**src/rtl/trap_pkg.sv**
```systemverilog
// -----------------------------------------------------------------------------
// trap_pkg
// Shared definitions for the trap scheduler:
//   - trap_state_e : scheduler states (GUEST, ARMED, TRAPPED, EXIT)
//   - CAUSE_*      : 2-bit cause codes, also the pending-vector bit index
//   - highest_cause: fixed priority encoder, lowest code wins (io > sw > wdt > irq)
//   - cause_onehot : code -> pending-vector mask
// -----------------------------------------------------------------------------
package trap_pkg;

  typedef enum logic [1:0] {
    ST_GUEST   = 2'd0,
    ST_ARMED   = 2'd1,
    ST_TRAPPED = 2'd2,
    ST_EXIT    = 2'd3
  } trap_state_e;

  localparam int NUM_CAUSES = 4;

  localparam logic [1:0] CAUSE_IO  = 2'd0;
  localparam logic [1:0] CAUSE_SW  = 2'd1;
  localparam logic [1:0] CAUSE_WDT = 2'd2;
  localparam logic [1:0] CAUSE_IRQ = 2'd3;

  // Priority follows the code value: the lowest set bit wins.
  function automatic logic [1:0] highest_cause(input logic [NUM_CAUSES-1:0] pend);
    logic [1:0] code;
    code = CAUSE_IO;
    for (int i = NUM_CAUSES - 1; i >= 0; i--) begin
      if (pend[i]) code = 2'(i);
    end
    return code;
  endfunction

  function automatic logic [NUM_CAUSES-1:0] cause_onehot(input logic [1:0] code);
    logic [NUM_CAUSES-1:0] mask;
    mask       = '0;
    mask[code] = 1'b1;
    return mask;
  endfunction

endpackage

```
**src/rtl/trap_watchdog.sv**
```systemverilog
// -----------------------------------------------------------------------------
// trap_watchdog
// Down-counter that counts guest M1 cycles and pulses expire on the 1->0 step.
// A reload value of 0 leaves the counter idle at 0, so it never expires.
//   clk, rst      : system clock, synchronous active-high reset
//   reload        : load reload_value into the counter
//   reload_value  : WDT_WIDTH-bit reload value
//   tick          : decrement request (one per counted M1 fall)
//   expire        : one-clk pulse when the counter steps from 1 to 0
// -----------------------------------------------------------------------------
module trap_watchdog #(
  parameter int WDT_WIDTH = 16
) (
  input  logic                 clk,
  input  logic                 rst,
  input  logic                 reload,
  input  logic [WDT_WIDTH-1:0] reload_value,
  input  logic                 tick,
  output logic                 expire
);

  logic [WDT_WIDTH-1:0] count_reg;

  always_ff @(posedge clk) begin
    if (rst) begin
      count_reg <= '0;
    end else if (reload) begin
      count_reg <= reload_value;
    end else if (tick && (count_reg != '0)) begin
      count_reg <= count_reg - WDT_WIDTH'(1);
    end
  end

  assign expire = tick && !reload && (count_reg == WDT_WIDTH'(1));

endmodule

```
**src/rtl/trap_scheduler.sv**
```systemverilog
// -----------------------------------------------------------------------------
// trap_scheduler
// Collects guest trap causes (I/O violation, hypercall, watchdog, intercepted
// IRQ) into sticky pending bits and walks the GUEST/ARMED/TRAPPED/EXIT
// sequence in step with Z80 M1 falls, raising NMI to enter the hypervisor.
//
// Optional feature macro: TRAP_WATCHDOG_EN -- when defined, a trap_watchdog
// counts M1 falls spent in GUEST and raises the wdt cause on expiry. When not
// defined, the wdt cause is never raised and wdt_reload is ignored.
//
// Ports
//   clk, rst             : system clock, synchronous active-high reset
//   m1_n                 : Z80 M1 (already synchronised to clk)
//   virtual_enabled      : virtualisation on
//   io_violation         : one-clk pulse, guest I/O violation   (cause 0)
//   sw_trap_req          : one-clk pulse, guest hypercall       (cause 1)
//   irq_req              : intercepted IRQ level                (cause 3)
//   new_isr              : decoder flag at M1 fall, NMI handler entered
//   last_isr_untrap      : decoder flag at M1 fall, handler returning to guest
//   cause_ack            : one-clk pulse, hypervisor has read the cause
//   wdt_reload           : watchdog reload value, 0 disables   (cause 2)
//   nmi_n                : NMI to the CPU, low only in ARMED while m1_n high
//   trap_state           : 1 in TRAPPED and EXIT
//   capture_address      : one M1 cycle wide strobe on trap entry / exit
//   cause_valid          : cause_code holds an unread cause
//   cause_code           : latched cause code
//   overrun              : io cause arrived while one was already pending
// -----------------------------------------------------------------------------
module trap_scheduler
  import trap_pkg::*;
#(
  parameter int WDT_WIDTH   = 16,
  parameter int IRQ_HOLDOFF = 2
) (
  input  logic                 clk,
  input  logic                 rst,
  input  logic                 m1_n,
  input  logic                 virtual_enabled,
  input  logic                 io_violation,
  input  logic                 sw_trap_req,
  input  logic                 irq_req,
  input  logic                 new_isr,
  input  logic                 last_isr_untrap,
  input  logic                 cause_ack,
  input  logic [WDT_WIDTH-1:0] wdt_reload,
  output logic                 nmi_n,
  output logic                 trap_state,
  output logic                 capture_address,
  output logic                 cause_valid,
  output logic [1:0]           cause_code,
  output logic                 overrun
);

  localparam int                IRQ_CW  = $clog2(IRQ_HOLDOFF + 1);
  localparam logic [IRQ_CW-1:0] IRQ_MAX = IRQ_CW'(IRQ_HOLDOFF);

  trap_state_e           state_reg, state_next;
  logic                  m1_prev_reg;
  logic [NUM_CAUSES-1:0] pending_reg, pending_next, pending_set, pending_clr;
  logic [1:0]            cause_code_reg, cause_code_next;
  logic                  cause_valid_reg, cause_valid_next;
  logic                  capture_reg, capture_next;
  logic                  overrun_reg, overrun_next;
  logic [IRQ_CW-1:0]     irq_cnt_reg, irq_cnt_next, irq_cnt_inc;

  logic       m1_fall;
  logic       accepting;
  logic       latch;
  logic       untrap;
  logic       exit_done;
  logic       irq_hit;
  logic [1:0] latch_code;
  logic       wdt_tick;
  logic       wdt_reload_en;
  logic       wdt_expire;

  assign m1_fall    = m1_prev_reg && !m1_n;
  assign accepting  = (state_reg == ST_GUEST) || (state_reg == ST_ARMED);
  assign latch      = m1_fall && (state_reg == ST_ARMED) && new_isr;
  assign untrap     = m1_fall && (state_reg == ST_TRAPPED) && last_isr_untrap && virtual_enabled;
  assign exit_done  = m1_fall && (state_reg == ST_EXIT);
  assign latch_code = highest_cause(pending_reg);

  assign wdt_tick      = m1_fall && (state_reg == ST_GUEST);
  assign wdt_reload_en = exit_done;

`ifdef TRAP_WATCHDOG_EN
  trap_watchdog #(
    .WDT_WIDTH (WDT_WIDTH)
  ) u_watchdog (
    .clk          (clk),
    .rst          (rst),
    .reload       (wdt_reload_en),
    .reload_value (wdt_reload),
    .tick         (wdt_tick),
    .expire       (wdt_expire)
  );
`else
  logic unused_wdt;
  assign unused_wdt = ^{wdt_reload, wdt_reload_en, wdt_tick};
  assign wdt_expire = 1'b0;
`endif

  // IRQ holdoff: count consecutive M1 falls with irq_req high, saturating at
  // IRQ_MAX; a fall with irq_req low restarts the count.
  assign irq_cnt_inc = (irq_cnt_reg == IRQ_MAX) ? IRQ_MAX : irq_cnt_reg + IRQ_CW'(1);
  assign irq_hit     = m1_fall && irq_req && (irq_cnt_inc == IRQ_MAX);

  always_comb begin
    irq_cnt_next = irq_cnt_reg;
    if (m1_fall) irq_cnt_next = irq_req ? irq_cnt_inc : '0;
  end

  always_comb begin
    pending_set            = '0;
    pending_set[CAUSE_IO]  = io_violation && accepting;
    pending_set[CAUSE_SW]  = sw_trap_req && accepting;
    pending_set[CAUSE_WDT] = wdt_expire;
    pending_set[CAUSE_IRQ] = irq_hit;
  end

  assign pending_clr = latch ? cause_onehot(latch_code) : '0;

  // A new event on the same clock as the latch of that cause stays pending.
  for (genvar gi = 0; gi < NUM_CAUSES; gi++) begin : g_pending
    assign pending_next[gi] = pending_set[gi] || (pending_reg[gi] && !pending_clr[gi]);
  end

  always_comb begin
    state_next = state_reg;
    case (state_reg)
      ST_GUEST: begin
        if (m1_fall && !virtual_enabled) state_next = ST_TRAPPED;
        else if (|pending_reg)           state_next = ST_ARMED;
      end
      ST_ARMED:   if (latch)     state_next = ST_TRAPPED;
      ST_TRAPPED: if (untrap)    state_next = ST_EXIT;
      ST_EXIT:    if (exit_done) state_next = ST_GUEST;
      default:                   state_next = ST_TRAPPED;
    endcase
  end

  always_comb begin
    capture_next     = capture_reg;
    cause_code_next  = cause_code_reg;
    cause_valid_next = cause_valid_reg;
    overrun_next     = overrun_reg;

    // Strobe spans exactly one M1 cycle: the next fall drops it unless that
    // same fall re-arms it.
    if (latch || untrap) capture_next = 1'b1;
    else if (m1_fall)    capture_next = 1'b0;

    if (latch) begin
      cause_code_next  = latch_code;
      cause_valid_next = 1'b1;
    end else if (cause_ack) begin
      cause_valid_next = 1'b0;
    end

    if (pending_set[CAUSE_IO] && pending_reg[CAUSE_IO]) overrun_next = 1'b1;
    else if (cause_ack)                                 overrun_next = 1'b0;
  end

  always_ff @(posedge clk) begin
    m1_prev_reg <= m1_n;
    if (rst) begin
      state_reg       <= ST_TRAPPED;
      pending_reg     <= '0;
      cause_code_reg  <= CAUSE_IO;
      cause_valid_reg <= 1'b0;
      capture_reg     <= 1'b0;
      overrun_reg     <= 1'b0;
      irq_cnt_reg     <= '0;
    end else begin
      state_reg       <= state_next;
      pending_reg     <= pending_next;
      cause_code_reg  <= cause_code_next;
      cause_valid_reg <= cause_valid_next;
      capture_reg     <= capture_next;
      overrun_reg     <= overrun_next;
      irq_cnt_reg     <= irq_cnt_next;
    end
  end

  // NMI follows m1_n inside ARMED so it is only asserted between M1 cycles.
  assign nmi_n           = !((state_reg == ST_ARMED) && m1_n);
  assign trap_state      = (state_reg == ST_TRAPPED) || (state_reg == ST_EXIT);
  assign capture_address = capture_reg;
  assign cause_valid     = cause_valid_reg;
  assign cause_code      = cause_code_reg;
  assign overrun         = overrun_reg;

endmodule
```
**config.mk**
```make
export PLATFORM = sky130hd
export DESIGN_NAME = trap_scheduler
export DESIGN_NICKNAME = d
export VERILOG_FILES = /design/src/rtl/trap_pkg.sv /design/src/rtl/trap_watchdog.sv /design/src/rtl/trap_scheduler.sv
export SDC_FILE = /design/constraint.sdc
export NUM_CORES = 1
export LEC_CHECK = 0
export CAP_MARGIN = 20
export CORE_MARGIN = 2
export CORE_UTILIZATION = 39
export CTS_CLUSTER_DIAMETER = 40
export DETAILED_ROUTE_END_ITERATION = 8
export HOLD_SLACK_MARGIN = 0.08
export PLACE_DENSITY = 0.78
export SLEW_MARGIN = 20
export SYNTH_ARGS = -nofsm -noshare
export SYNTH_HDL_FRONTEND = slang
export SYNTH_SLANG_ARGS = --single-unit
```
**constraint.sdc**
```tcl
create_clock -name clk -period 1.55 [get_ports clk]
set_input_delay 0.31 -clock clk [delete_from_list [all_inputs] [get_ports clk]]
set_output_delay 0.31 -clock clk [all_outputs]
set_load 0.01 [all_outputs]
```
==> impl_metrics.tcl <==
set metrics [dict create \
    min_delay_path_depth 1 \
    p_leak_nw 0.4163 \
    routedWlPerCell_um 13.05 \
    worst_slew_pin_slew_ns 0.3052 \
    timing.rr.start "state_reg[0]" \
    die_area_um2 2095 \
    cap_violations 0 \
    period_needed_ns 1.549 \
    io_buffers 16 \
    cts.htree.levels 1 \
    ir_drop_mv 0.5319 \
    final_cells 127 \
    ys_async_sr_fraction_pct 0 \
    root_buffer "clkbuf_4" \
    post_route_cells_drive_above_1_share_pct 24.55 \
    hold_viol_final 0 \
    ys_types 27 \
    hold_start "m1_n" \
    synth_flop_cell "dfxtp_1" \
    wl_um 1657 \
    finalSetupTns_ns 0 \
    core_area_um2 1689 \
    fin_crit_sh_pct 99.94 \
    start_util_pct 40.30 \
    clk_pin_slew_ns 0.09 \
    startpoint_type "flop" \
    reg2reg_slack_ns 0.06 \
    grt_pass1_wl_um 2546 \
    ant_nets 0 \
    worstPathCellList "buf_4, ha_4, or2_4, buf_6" \
    syn_nets 110 \
    cts.sinks 14 \
    r2r_end "state_reg[0]" \
    first_iter_violations 19 \
    crit_fanout 3 \
    die_x_um 45.78 \
    dp.cells 122 \
    place_area_um2 948.4 \
    first_pass_iters 4 \
    rows 15 \
    slew_violations 0 \
    rsz0062_at_grt "true" \
    overflow 0 \
    grt_max_degree 9 \
    p_per_area_nw_per_um2 922.1 \
    clock.fmax_ghz 0.6456 \
    synth-seq-cells 14 \
    area_growth_pct 51.65 \
    cp_data_required_time_ns 1.24 \
    die_y_um 45.78 \
    hold_path_end "m1_prev_reg" \
    power_w 0.0009518 \
    crit_buf_inv 2 \
    dp_hpwl_um 1209 \
    slowest_stage "dfxtp_2" \
    nNetsFinal 144 \
    nFillCells 140 \
    cts_tree "built" \
    reg2reg_depth 6 \
    run_status "finished, final reports clean" \
    via_per_inst 5.346 \
    grt_pass1_vias 617 \
    cp_top_family "flip-flops" \
    drc_errors 0 \
    syn_area_um2 680.7 \
    endpoint_kind "primary output" \
    synthCells 78 \
    cpPeakStageDelay_ns 0.33 \
    avgSynthCellArea_um2 8.726 \
    cts_max_path_buffers 2 \
    io_pins 33 \
    antenna_cells 0 \
    place_congestion 0.8059 \
    arrival_ns 1.24 \
    relSlewSlack_pct 79.61 \
    antenna_found_initial 0 \
    ys_warn_count 0 \
    finalClockSkew_ns 0.007570 \
    hold_path_class "in2reg" \
    numCtsBuffers 3 \
    clock_latency_ns 0.28 \
    largest_reg_flops 4 \
    setup_viol 0 \
    synth_edf_count 0 \
    track_usage_pct 17.28 \
    final_core_util_pct 61.11 \
    crit_type "reg2out" \
    seq_area_frac_synth_pct 41.18 \
    final_cell_area_um2 1032 \
    num_vias 679 \
]
how the worst max path moves through the flow:
stage / start / to / slack [ns] / depth (start not counted)
6_report: state_reg[0] / trap_state / 0.0009 / 4
4_1_cts: state_reg[0] / trap_state / 0.005 / 4
3_3_place_gp: m1_n / state_reg[0] / -0.25 / 5
2_1_floorplan: state_reg[1] / cause_code[0] / 0.13 / 5
5_1_grt: state_reg[0] / trap_state / -0.03 / 4
3_5_place_dp: m1_n / state_reg[0] / -0.27 / 5
metal layers:
metal	track usage, %	wire length [um]	vias to the layer above
met2	30.70	862	30
met5	0	0	-
li1	-	-	344
met1	19.27	657	301
met4	9.714	31	0
met3	2.778	106	4
worst reg2reg max path, cell delays in order, from the launching register on:
cell and delay [ns]:
dfxtp_2 0.33, buf_4 0.14, ha_4 0.15, buf_6 0.12, a222oi_1 0.29, o21ai_1 0.18
mux2i_1 0.16
cells by family (layout without fill, tap and decap cells):
family | after synthesis | in the layout | synth area share, %
adder cells (fa/ha/maj) | 6 | 6 | 11.03
flip-flops | 14 | 14 | 41.18
AND/OR/NAND/NOR | 28 | 28 | 23.35
buffers and inverters | 7 | 39 | 3.860
AO/OA/AOI/OAI | 21 | 21 | 17.65
multiplexers | 2 | 2 | 2.941
Yosys cell counts (2+ instances only):
cell	count	area, um2
nor3_1	2	10.01
a21oi_1	11	55.05
o21ai_0	4	20.02
nand2b_1	4	25.02
dfxtp_1	14	280.3
nand2_1	6	22.52
mux2i_1	2	20.02
ha_1	6	75.07
nor2_1	4	15.01
inv_1	6	22.52
nand3_1	3	15.01
power by group:
group          switching, W  internal, W  total, W
Sequential        0.0000304     0.000388  0.000418
Clock              0.000115    0.0000901  0.000205
Combinational      0.000139     0.000189  0.000328
Total              0.000285     0.000667  0.000952
timing repair:
item,4_1_cts,5_1_grt
pin swaps,2,1
resized for setup,16,5
setup endpoints to repair,6,6
buffers inserted,3,0
hold buffers,0,0
per-stage QoR:
step                setup WS (ns)  hold WS (ns)
floorplan                  0.1320        0.3377
CTS                      0.005008        0.4532
finish                  0.0009323        0.2974
global placement          -0.2466        0.4379
detailed placement        -0.2733        0.4407
global route             -0.02544        0.2962
layout by cell type, fill, tap and decap left out:
cell / instances
a21boi_0: 1
a21oi_1: 11
a222oi_1: 1
a31oi_1: 1
and2b_1: 1
buf_4: 13
buf_6: 2
clkbuf_2: 1
clkbuf_4: 3
clkdlybuf4s50_1: 13
dfxtp_1: 12
dfxtp_2: 1
dfxtp_4: 1
dlymetal6s2s_1: 1
ha_1: 3
ha_2: 1
ha_4: 2
inv_1: 5
inv_2: 1
mux2i_1: 2
nand2_1: 6
nand2b_1: 4
nand3_1: 3
nand3b_1: 1
nand4_1: 1
nand4b_1: 1
nand4b_4: 1
nor2_1: 4
nor3_1: 2
nor3b_1: 1
nor4_1: 1
o211ai_1: 1
o21ai_0: 4
o21ai_1: 1
o41ai_1: 1
or2_4: 1
or3_1: 1
area by class of cell:
cell class                      instances  area (um2)  area share, %
Tap cell                               17       21.27          2.061
Multi-Input combinational cell         57       412.9          40.00
Inverter                                6       22.52          2.182
Clock buffer                            3       22.52          2.182
Timing Repair Buffer                   30       267.8          25.94
Sequential cell                        14       285.3          27.64
Note: power is estimated with default switching activity, not from simulation.
